===== src/rtl/pipe_hazard_ctrl.sv =====
// Pipeline hazard controller: memory/fetch stalls, load-use interlock and redirect flush.
// Event counters are built only when PIPE_HAZARD_CTRL_PERF_EN is defined.
module pipe_hazard_ctrl #(
    parameter int PIPE_REGS    = 4,
    parameter int REGW         = 3,
    parameter int MEM_IDX      = 2,
    parameter int REDIRECT_IDX = 2
) (
    input  logic                 clk,
    input  logic                 reset_n,
    input  logic                 imem_resp,
    input  logic                 dmem_req,
    input  logic                 dmem_resp,
    input  logic                 redirect,
    input  logic [REGW-1:0]      id_sr1,
    input  logic [REGW-1:0]      id_sr2,
    input  logic                 id_use_sr1,
    input  logic                 id_use_sr2,
    input  logic [REGW-1:0]      id_dest,
    input  logic                 id_wr,
    input  logic                 id_ld,
    output logic [PIPE_REGS-1:0] pipe_load,
    output logic [PIPE_REGS-1:0] pipe_valid,
    output logic                 pc_load,
    output logic                 interlock,
    output logic                 flush,
    output logic [15:0]          perf_stall,
    output logic [15:0]          perf_bubble,
    output logic [15:0]          perf_flush
);

    logic                 stall;
    logic                 src_hit;
    logic [PIPE_REGS-1:0] valid_nxt;
    logic [REGW-1:0]      dest_q [1:PIPE_REGS-1];
    logic [PIPE_REGS-1:1] wr_q;
    logic [PIPE_REGS-1:1] ld_q;
    logic                 unused_meta;

    // Oldest metadata slot is carried for completeness but nothing downstream reads it.
    assign unused_meta = ^{dest_q[PIPE_REGS-1], wr_q[PIPE_REGS-1], ld_q[PIPE_REGS-1]};

    always_comb begin
        stall     = !imem_resp || (pipe_valid[MEM_IDX] && dmem_req && !dmem_resp);
        src_hit   = (id_use_sr1 && (id_sr1 == dest_q[1])) ||
                    (id_use_sr2 && (id_sr2 == dest_q[1]));
        flush     = !stall && redirect && pipe_valid[REDIRECT_IDX];
        interlock = !stall && !redirect && pipe_valid[0] && pipe_valid[1] &&
                    ld_q[1] && wr_q[1] && src_hit;
        pipe_load = '1;
        pc_load   = 1'b1;
        valid_nxt = {pipe_valid[PIPE_REGS-2:0], 1'b1};
        if (stall) begin
            pipe_load = '0;
            pc_load   = 1'b0;
            valid_nxt = pipe_valid;
        end else if (flush) begin
            for (int k = 0; k <= REDIRECT_IDX; k++) begin
                valid_nxt[k] = 1'b0;
            end
        end else if (interlock) begin
            // Decode instruction waits in reg 0 while a bubble enters reg 1.
            pc_load      = 1'b0;
            pipe_load[0] = 1'b0;
            valid_nxt[0] = pipe_valid[0];
            valid_nxt[1] = 1'b0;
        end
    end

    always_ff @(posedge clk or negedge reset_n) begin
        if (!reset_n) begin
            pipe_valid <= '0;
            wr_q       <= '0;
            ld_q       <= '0;
            for (int k = 1; k < PIPE_REGS; k++) begin
                dest_q[k] <= '0;
            end
        end else if (!stall) begin
            pipe_valid <= valid_nxt;
            dest_q[1]  <= id_dest;
            wr_q[1]    <= id_wr && !interlock;
            ld_q[1]    <= id_ld && !interlock;
            for (int k = 2; k < PIPE_REGS; k++) begin
                dest_q[k] <= dest_q[k-1];
                wr_q[k]   <= wr_q[k-1];
                ld_q[k]   <= ld_q[k-1];
            end
        end
    end

`ifdef PIPE_HAZARD_CTRL_PERF_EN
    always_ff @(posedge clk or negedge reset_n) begin
        if (!reset_n) begin
            perf_stall  <= '0;
            perf_bubble <= '0;
            perf_flush  <= '0;
        end else begin
            if (stall && (perf_stall != 16'hFFFF)) begin
                perf_stall <= perf_stall + 16'd1;
            end
            if (interlock && (perf_bubble != 16'hFFFF)) begin
                perf_bubble <= perf_bubble + 16'd1;
            end
            if (flush && (perf_flush != 16'hFFFF)) begin
                perf_flush <= perf_flush + 16'd1;
            end
        end
    end
`else
    assign perf_stall  = 16'h0000;
    assign perf_bubble = 16'h0000;
    assign perf_flush  = 16'h0000;
`endif

endmodule


===== config.mk =====
export PLATFORM = sky130hd
export DESIGN_NAME = pipe_hazard_ctrl
export DESIGN_NICKNAME = d
export VERILOG_FILES = /design/src/rtl/pipe_hazard_ctrl.sv
export SDC_FILE = /design/constraint.sdc
export NUM_CORES = 1
export LEC_CHECK = 0
export ABC_AREA = 1
export CAP_MARGIN = 20
export CORE_ASPECT_RATIO = 0.7
export CORE_MARGIN = 4
export CORE_UTILIZATION = 33
export CTS_BUF_LIST = sky130_fd_sc_hd__clkbuf_4 sky130_fd_sc_hd__clkbuf_8 sky130_fd_sc_hd__clkbuf_16
export DETAILED_ROUTE_END_ITERATION = 6
export MAX_ROUTING_LAYER = met4
export PLACE_DENSITY_LB_ADDON = 0.1
export SETUP_SLACK_MARGIN = 0.2
export SYNTH_ARGS = -nofsm -noshare
export SYNTH_HDL_FRONTEND = slang
export SYNTH_SLANG_ARGS = --single-unit

===== constraint.sdc =====
create_clock -name clk -period 2.1 [get_ports clk]
set_input_delay 0.63 -clock clk [delete_from_list [all_inputs] [get_ports clk]]
set_output_delay 0.63 -clock clk [all_outputs]
set_load 0.02 [all_outputs]

Word-level counts from Yosys, hierarchy flattened --
Index checks and enable logic that the tools add are counted.
Operators by class: $add $sub $neg 0, $lt $le $gt $ge 0, bitwise logic cells 1, mux-type cells 7, divide/modulo/power cells 0, reductions and logical operators 22, multiply operators 0, shift-type cells 0, equality and inequality tests 3
Operators with widths (count):
- 1-bit logical AND | 14
- 3-bit equality test | 2
- 1-bit zero test | 5
- 1-bit 2-to-1 mux | 4
- 2-bit 2-to-1 mux | 2
- 3-bit 2-to-1 mux | 1
- 1-bit logical OR | 2
- 2-bit by 1-bit != test with 1-bit output (second input constant) | 1
- 2-bit AND reduction | 1
- 1-bit NOT | 1
Word-level totals: memory bits (read-only) 0, logic and storage cells 38, bits in writable memories 0, latch bits 0, flip-flop bits (word level) 9, bits of input ports 19, memories 0

Depth between registers and ports, before layout --
Gate-level depths: netlist of the first run.
depth in word-level cells 13, mapped depth 10

Worst setup path after synthesis of the first run --
OpenSTA, ideal clock, no wires.
path kind in2out, start in redirect, end out pipe_load[0], arrival time 1.398 ns, setup slack 0.072 ns, buffers on the path 1, cell stages on the path 7, cells stage by stage inv_1 > nand4_1 > nor3_2 > nand2_4 > nand2_2 > inv_1 > buf_4
Between the ends: cells in the longest elaborated chain, start to end 10, elaborated cells on any way between the ends 12, those cells by class mux (3); reduce/logical (9)
Ends and longest elaborated chain:
- start: declaration | RTL line 14 | input logic redirect,
- 1-bit zero test | RTL line 48 | interlock = !stall && !redirect && pipe_valid[0] && pipe_valid[1] &&
- 1-bit logical AND (4 in series) | RTL line 48
- 1-bit logical AND (2 in series) | RTL line 49 | ld_q[1] && wr_q[1] && src_hit;
- 1-bit 2-to-1 mux
- 1-bit 2-to-1 mux (*) (2 in series)
- end: declaration | RTL line 22 | output logic [PIPE_REGS-1:0] pipe_load,
Mark *: on every way between the ends. The rest lies on a longest branch, timed or not.

Worst setup path in the final report of the first run --
start in redirect, end out pc_load
Between the ends: cells in the longest elaborated chain, start to end 10, elaborated cells on any way between the ends 12, those cells by class mux (3); reduce/logical (9)
Ends and longest elaborated chain:
- 1-bit zero test | RTL line 48
- 1-bit logical AND (4 in series) | RTL line 48
- 1-bit logical AND (2 in series) | RTL line 49
- 1-bit 2-to-1 mux | RTL line 61 | end else if (interlock) begin
- 1-bit 2-to-1 mux (*) | RTL line 57 | end else if (flush) begin
- 1-bit 2-to-1 mux (*) | RTL line 53 | if (stall) begin
- end: declaration | RTL line 24 | output logic pc_load,
Marked as above.

==> results of run 1 <==
==> layout by cell type (no fill, tap or decap), drive strengths merged <==
| cell | netlist | layout |
|---|---|---|
| clkdlybuf4s50 | 0 | 7 |
| o21ai | 3 | 3 |
| nand4 | 1 | 1 |
| nand2 | 39 | 39 |
| buf | 53 | 34 |
| nor3 | 1 | 1 |
| inv | 15 | 13 |
| dlygate4sd2 | 0 | 3 |
| clkinv | 1 | 3 |
| clkbuf | 0 | 7 |
| nand3 | 7 | 7 |
| clkdlybuf4s15 | 0 | 1 |
| nor2 | 6 | 6 |
| dfrtp | 9 | 9 |
| conb | 1 | 48 |
==> metal layers <==
layer	track usage (%)	vias to the layer above	wire length [µm]
li1	-	395	-
met1	12.8	345	857
met2	15.9	43	987
met3	2.28	2	184
met4	2.76	0	18
met5	-	-	0
==> sequential cells by signal (all words and copies together), names as in the netlist <==
register / flops
pipe_valid: 4
wr_q: 1
dest_q: 3
ld_q: 1
==> power breakdown <==
group | internal, mW | total, mW | switching (mW)
registers | 0.203 | 0.224 | 0.0209
logic | 0.152 | 0.377 | 0.225
clock network | 0.145 | 0.213 | 0.0680
total | 0.500 | 0.815 | 0.314
==> stage by stage <==
step	area, µm²	hold WS [ns]	setup slack, ns	std cells
floorplan	1160	0.334	0.142	183
global placement	1180	0.474	-0.844	207
detailed placement	1180	0.482	-0.864	207
CTS	1210	0.490	0.00706	214
global route	1310	0.526	-0.0275	218
finish	1310	0.483	0.0131	218
==> final cells by class <==
class,instances,area share [%]
Multi-Input combinational cell,105,35.9
Timing Repair Buffer,48,33.1
Sequential cell,9,17.2
Inverter,16,6.69
Clock buffer,4,3.73
Tap cell,36,3.44
==> how the worst min path moves through the flow <==
| stage | startpoint | end | slack (ns) | cells after the start |
|---|---|---|---|---|
| 2_1_floorplan | reset_n | dest_q[6] | 0.33 | 0 |
| 3_3_place_gp | pipe_valid[3] | pipe_valid[3] | 0.47 | 2 |
| 3_5_place_dp | pipe_valid[3] | pipe_valid[3] | 0.48 | 2 |
| 4_1_cts | pipe_valid[3] | pipe_valid[3] | 0.49 | 2 |
| 5_1_grt | wr_q[1] | wr_q[1] | 0.53 | 2 |
| 6_report | pipe_valid[3] | pipe_valid[3] | 0.48 | 2 |
==> kinds of logic (layout without fill, tap and decap cells) <==
| kind of cell | count (synthesis) | count (layout) | share of synthesized area [%] |
|---|---|---|---|
| other | 1 | 48 | 0.390 |
| DFF | 9 | 9 | 23.4 |
| and+or+nand+nor | 54 | 54 | 26.3 |
| buffers and inverters | 69 | 68 | 48.3 |
| AOI/OAI and AO/OA | 3 | 3 | 1.56 |
==> timing repair <==
action / CTS / global route
gates resized for setup: 78 / 29
endpoints found under the setup margin: 10 / 7
buffers inserted: 3 / 4
pin swaps: 22 / 12
==> worst reg2reg max path, delay by kind of cell, from the launching register on <==
family / cells / cell delay [ns]
buffers and inverters: 5 / 0.63
flip-flops: 1 / 0.35
AND/OR/NAND/NOR: 4 / 0.36
==> summary.md, run 1 <==
| Metric | Value |
|---|---|
| Reg2reg setup slack | `0.65 ns` |
| GRT Util Overall | `9.95%` |
| Share of cells above drive strength 1 | `33.0%` |
| Mapped Area | `961 µm²` |
| DIE WIDTH | `72.5 µm` |
| Clk root buf | `clkbuf_8` |
| Final Max Tran Viols | `0` |
| Max Fclk | `0.479 GHz` |
| Num CTS Buffers | `3` |
| Slowest CP cell | `nor3_4` |
| First-pass GRT wire length | `2.84 mm` |
| Cell count after synthesis | `136` |
| Final worst path period need | `2.09 ns` |
| Final Cycle Share | `99.4%` |
| CTS sink count | `9` |
| Core ar. | `2780 µm²` |
| FFs w/ async S/R, synth | `100%` |
| Main synth FF type | `dfrtp_1` |
| Worst IR drop on VDD | `0.244 mV` |
| Number of synthesized flops with an enable pin | `0` |
| TritonCTS clock tree | `built` |
| Setup-failing EPs final | `0` |
| Via count | `785` |
| Io pins | `78` |
| Utilization after layout | `47.0%` |
| Vias in the first global route | `654` |
| Yosys top cell area share | `40.6%` |
| Multi-input gate area | `469 µm²` |
| Initial antenna violation count | `0` |
| Worst Setup EP | `pc_load` |
| WP data required | `1.47 ns` |
| Largest net degree at the start of global routing | `11` |
| Full die area | `3850 µm²` |
| RSZ-0062 raised after global routing | `true` |
| ANT cells | `0` |
| Bufs and invs on worst path | `4` |
| Final hold vios | `0` |
| Max incr delay on CP | `0.23 ns` |
| DRT iter0 DRCs | `19` |
| Worst Path Arrival | `1.46 ns` |
| Syn Area/Cell | `7.07 µm²` |
| Max Root-Sink Buffers | `2` |
| Crit. path cell count | `8` |
| Yosys top cell by area | `buf_4` |
| # rows | `16` |
| GPL Wtd Cong | `0.701` |
| RR Startpoint | `pipe_valid[2]` |
| Register area | `225 µm²` |
| Crit end category | `output pin` |
| Outcome | `finished, final reports clean` |
| Clk_lat worst skew | `0.23 ns` |
| Maxcap violations | `0` |
| Top cells by area, synth | `buf_4, dfrtp_1, nand2_1, inv_1, nand3_1` |
| Leak Pwr | `0.781 nW` |
| # DRC | `0` |
| Most numerous cell in the Yosys netlist | `buf_4` |
| Overall power | `815 µW` |
| Post-route ant nets | `0` |
| H-Tree Depth | `1` |
| Synthesis-to-layout area growth | `36.2%` |
| Min-delay worst type | `flop to flop` |
| Pwr per Cell Area | `622 nW/µm²` |
| Crit. Startpoint | `redirect` |
| Final Skew | `0.00220 ns` |
| Reg-to-Reg End | `ld_q[1]` |
| FF+latch count, synth | `9` |
| Pre-antenna DRT Iters | `3` |
| Distinct cells, synth | `17` |
| HPWL Detailed | `1.65 mm` |
| Syn. warnings | `0` |
| Fillcell total | `290` |
| WL final | `2.05 mm` |
| Port Buf Inserts | `29` |
| Kind of cell adding the most delay to the critical path | `simple AND/OR/NAND/NOR gates` |
| Crit start category | `input port` |
| CP dominant cell by count | `nand2_4` |
| Fin nets | `202` |
| Starting Density | `34.5%` |
| Setup TNS | `0 ns` |
| Post-synthesis sequential area ratio | `23.4%` |
| Hold_buf cts | `0` |
| Worst-path fanout max | `5` |
| Reg2Reg Depth | `9` |
| CTS clk-pin slew, worst paths | `0.04 ns` |
| Grt ovf | `0` |
| Cells along the critical path | `buf_8 -> clkinv_8 -> nand4_1 -> nor3_4 -> nand2_4 -> nand2_4 -> inv_4 -> buf_6` |
| Top cells by count, synth | `buf_4, nand2_1, inv_1` |
| DR WL/cell | `9.39 µm` |
| Setup Crit Path Kind | `input port to output pin` |
| Vias per cell | `3.60` |
| Die Y | `53.1 µm` |
Note: power is estimated with default switching activity, not from simulation.
==> run 2: changes to the inputs <==
--- a/config.mk
+++ b/config.mk
@@ -7,7 +7,7 @@
 export LEC_CHECK = 0
 export ABC_AREA = 1
 export CAP_MARGIN = 20
-export CORE_ASPECT_RATIO = 0.7
+export CORE_ASPECT_RATIO = 2
 export CORE_MARGIN = 4
 export CORE_UTILIZATION = 33
 export CTS_BUF_LIST = sky130_fd_sc_hd__clkbuf_4 sky130_fd_sc_hd__clkbuf_8 sky130_fd_sc_hd__clkbuf_16
==> summary.md, run 2 (synthesized netlist as in run 1, its figures left out) <==
| Metric | Value |
|---|---|
| WP data required | `1.47 ns (about the same)` |
| Vias in the first global route | `820 (was 654)` |
| Final Cycle Share | `97.5% (was 99.4%)` |
| DRT iter0 DRCs | `30 (was 19)` |
| Setup Crit Path Kind | `input port to output pin (unchanged)` |
| Most frequent cells in the layout | `conb_1, nand2_1, buf_4 (unchanged)` |
| Max Fclk | `0.488 GHz (was 0.479 GHz)` |
| Commonest non-fill, non-tap cell in the layout | `conb_1 (unchanged)` |
| Core ar. | `2770 µm² (was 2780 µm²)` |
| Final Skew | `0.00163 ns (was 0.00220 ns)` |
| Metal-1 WL | `629 µm (was 857 µm)` |
| # rows | `27 (was 16)` |
| DIE WIDTH | `46.2 µm (was 72.5 µm)` |
| HPWL Detailed | `1.84 mm (was 1.65 mm)` |
| Met2 routed WL | `1.34 mm (was 987 µm)` |
| Io pins | `78 (unchanged)` |
| Final setup margin | `0.0518 ns (was 0.0131 ns)` |
| First-pass GRT wire length | `3.52 mm (was 2.84 mm)` |
| Largest Register | `pipe_valid (unchanged)` |
| Cells along the critical path | `clkdlybuf4s15_2 -> nand2_4 -> nor3_4 -> nand2_4 -> nand2_4 -> inv_4 -> buf_6 (was buf_8 -> clkinv_8 -> nand4_1 -> nor3_4 -> nand2_4 -> nand2_4 -> inv_4 -> buf_6)` |
| Top Registers | `pipe_valid: 4 flops, dest_q: 3 flops (unchanged)` |
| TritonCTS clock tree | `built (unchanged)` |
| CP dominant cell by count | `nand2_4 (unchanged)` |
| Worst Path Arrival | `1.42 ns (was 1.46 ns)` |
| Hold_buf cts | `0 (unchanged)` |
| Fillcell total | `312 (was 290)` |
| Full die area | `3890 µm² (was 3850 µm²)` |
| Grt ovf | `0 (unchanged)` |
| Final worst path period need | `2.05 ns (was 2.09 ns)` |
| DR WL/cell | `10.3 µm (was 9.39 µm)` |
| Synthesis-to-layout area growth | `37.0% (was 36.2%)` |
| Final Max Tran Viols | `0 (unchanged)` |
| Crit start category | `input port (unchanged)` |
| Port Buf Inserts | `29 (unchanged)` |
| Via count | `780 (was 785)` |
| RSZ-0062 raised after global routing | `true (unchanged)` |
| CTS sink count | `9 (unchanged)` |
| Leak Pwr | `0.776 nW (was 0.781 nW)` |
| Max incr delay on CP | `0.19 ns (was 0.23 ns)` |
| Setup-failing EPs final | `0 (unchanged)` |
| Starting Density | `34.7% (was 34.5%)` |
| Largest net degree at the start of global routing | `10 (was 11)` |
| Num CTS Buffers | `3 (unchanged)` |
| Clk root buf | `clkbuf_8 (unchanged)` |
| ANT cells | `0 (unchanged)` |
| H-Tree Depth | `1 (unchanged)` |
| Pre-antenna DRT Iters | `2 (was 3)` |
| Die Y | `84.3 µm (was 53.1 µm)` |
| Share of cells above drive strength 1 | `35.6% (was 33.0%)` |
| Top sig layer | `met4 (unchanged)` |
| Crit end category | `output pin (unchanged)` |
| DP Worst Slack | `-0.849 ns (was -0.864 ns)` |
| WL final | `2.16 mm (was 2.05 mm)` |
| CTS clk-pin slew, worst paths | `0.04 ns (about the same)` |
| Outcome | `finished, final reports clean (unchanged)` |
| Kind of cell adding the most delay to the critical path | `simple AND/OR/NAND/NOR gates (unchanged)` |
| Initial antenna violation count | `0 (unchanged)` |
| Post-route cell area | `1320 µm² (was 1310 µm²)` |
| Final hold vios | `0 (unchanged)` |
| Dpl cell area | `1170 µm² (was 1180 µm²)` |
| Min-delay worst type | `flop to flop (unchanged)` |
| Met3 wire length | `164 µm (was 184 µm)` |
| Bufs and invs on worst path | `3 (was 4)` |
| Reg2reg setup slack | `0.82 ns (was 0.65 ns)` |
| GRT Util Overall | `12.3% (was 9.95%)` |
| GPL Wtd Cong | `0.756 (was 0.701)` |
| Maxcap violations | `0 (unchanged)` |
| Clk_lat worst skew | `0.23 ns (about the same)` |
| Fin nets | `200 (was 202)` |
| # DRC | `0 (unchanged)` |
| Vias per cell | `3.73 (was 3.60)` |
| Max Root-Sink Buffers | `2 (unchanged)` |
| Post-route ant nets | `0 (unchanged)` |
| Max reg flops | `4 (unchanged)` |
| Pwr per Cell Area | `620 nW/µm² (was 622 nW/µm²)` |
| Slowest CP cell | `clkdlybuf4s15_2 (was nor3_4)` |
| Worst-path fanout max | `4 (was 5)` |
| Worst IR drop on VDD | `0.358 mV (was 0.244 mV)` |
==> run 2: cell types whose count changed in the layout (fill, tap and decap cells not counted), sizes merged <==
cell | previous run | this run
buf | 34 | 33
clkbuf | 7 | 4
clkdlybuf4s15 | 1 | 2
clkinv | 3 | 2
dlygate4sd2 | 3 | 4
inv | 13 | 14
==> run 2: area by class of cell <==
type | instances | area (µm²) | share of cell area, %
repair buffers | 46 | 433 | 32.9
flip-flops and latches | 9 | 226 | 17.2
clock buffers | 4 | 48.8 | 3.71
multi-input cells | 105 | 487 | 37.0
inverters | 16 | 85.1 | 6.46
well taps | 29 | 36.3 | 2.76
==> run 2: through the flow <==
| step | power [mW] | setup TNS, ns | util (%) | std cells | hold slack [ns] |
|---|---|---|---|---|---|
| after detailed placement | 0.580 | -4.96 | 42.1 | 200 | 0.467 |
| after floorplan | 0.508 | 0 | - | 183 | 0.334 |
| final | 0.816 | 0 | 47.5 | 209 | 0.477 |
| after global placement | 0.579 | -4.91 | 42.1 | 200 | 0.470 |
| after CTS | 0.790 | 0 | 42.8 | 205 | 0.480 |
| after global routing | 0.875 | -0.0237 | 47.5 | 209 | 0.495 |
==> run 2: worst reg2reg max path: cells and delay by family, from the launching register on <==
kind,cells,cell delay (ns)
flip-flops,1,0.39
buffers and inverters,2,0.26
AND/OR/NAND/NOR,7,0.52
==> run 2: final timing paths <==
check,from,to,depth (start not counted)
max,imem_resp,pipe_load[0],7
min,ld_q[1],ld_q[1],2
max reg2reg,dest_q[6],wr_q[1],9
min reg2reg,ld_q[1],ld_q[1],2
max in group asynchronous,reset_n,dest_q[7],1
min in group asynchronous,reset_n,ld_q[1],1
==> run 2: where the power goes <==
part / switching [mW] / leakage [nW] / total, mW / internal (mW)
sequential: 0.0202 / 0.108 / 0.224 / 0.204
combinational: 0.227 / 0.642 / 0.377 / 0.150
clock: 0.0691 / 0.0262 / 0.214 / 0.145
==> run 2: metal layers <==
layer  track usage [%]  vias to the layer above
li1                  -                      394
met1              10.8                      345
met2              23.5                       36
met3              2.58                        5
met4              3.89                        0
met5                 -                        -
==> run 2: repair_timing <==
| item | in CTS | in global routing |
|---|---|---|
| resized for setup | 78 | 35 |
| endpoints found under the hold margin | 0 | 0 |
| setup buffers | 1 | 4 |
| setup endpoints to repair | 10 | 7 |
| pin swaps | 18 | 16 |
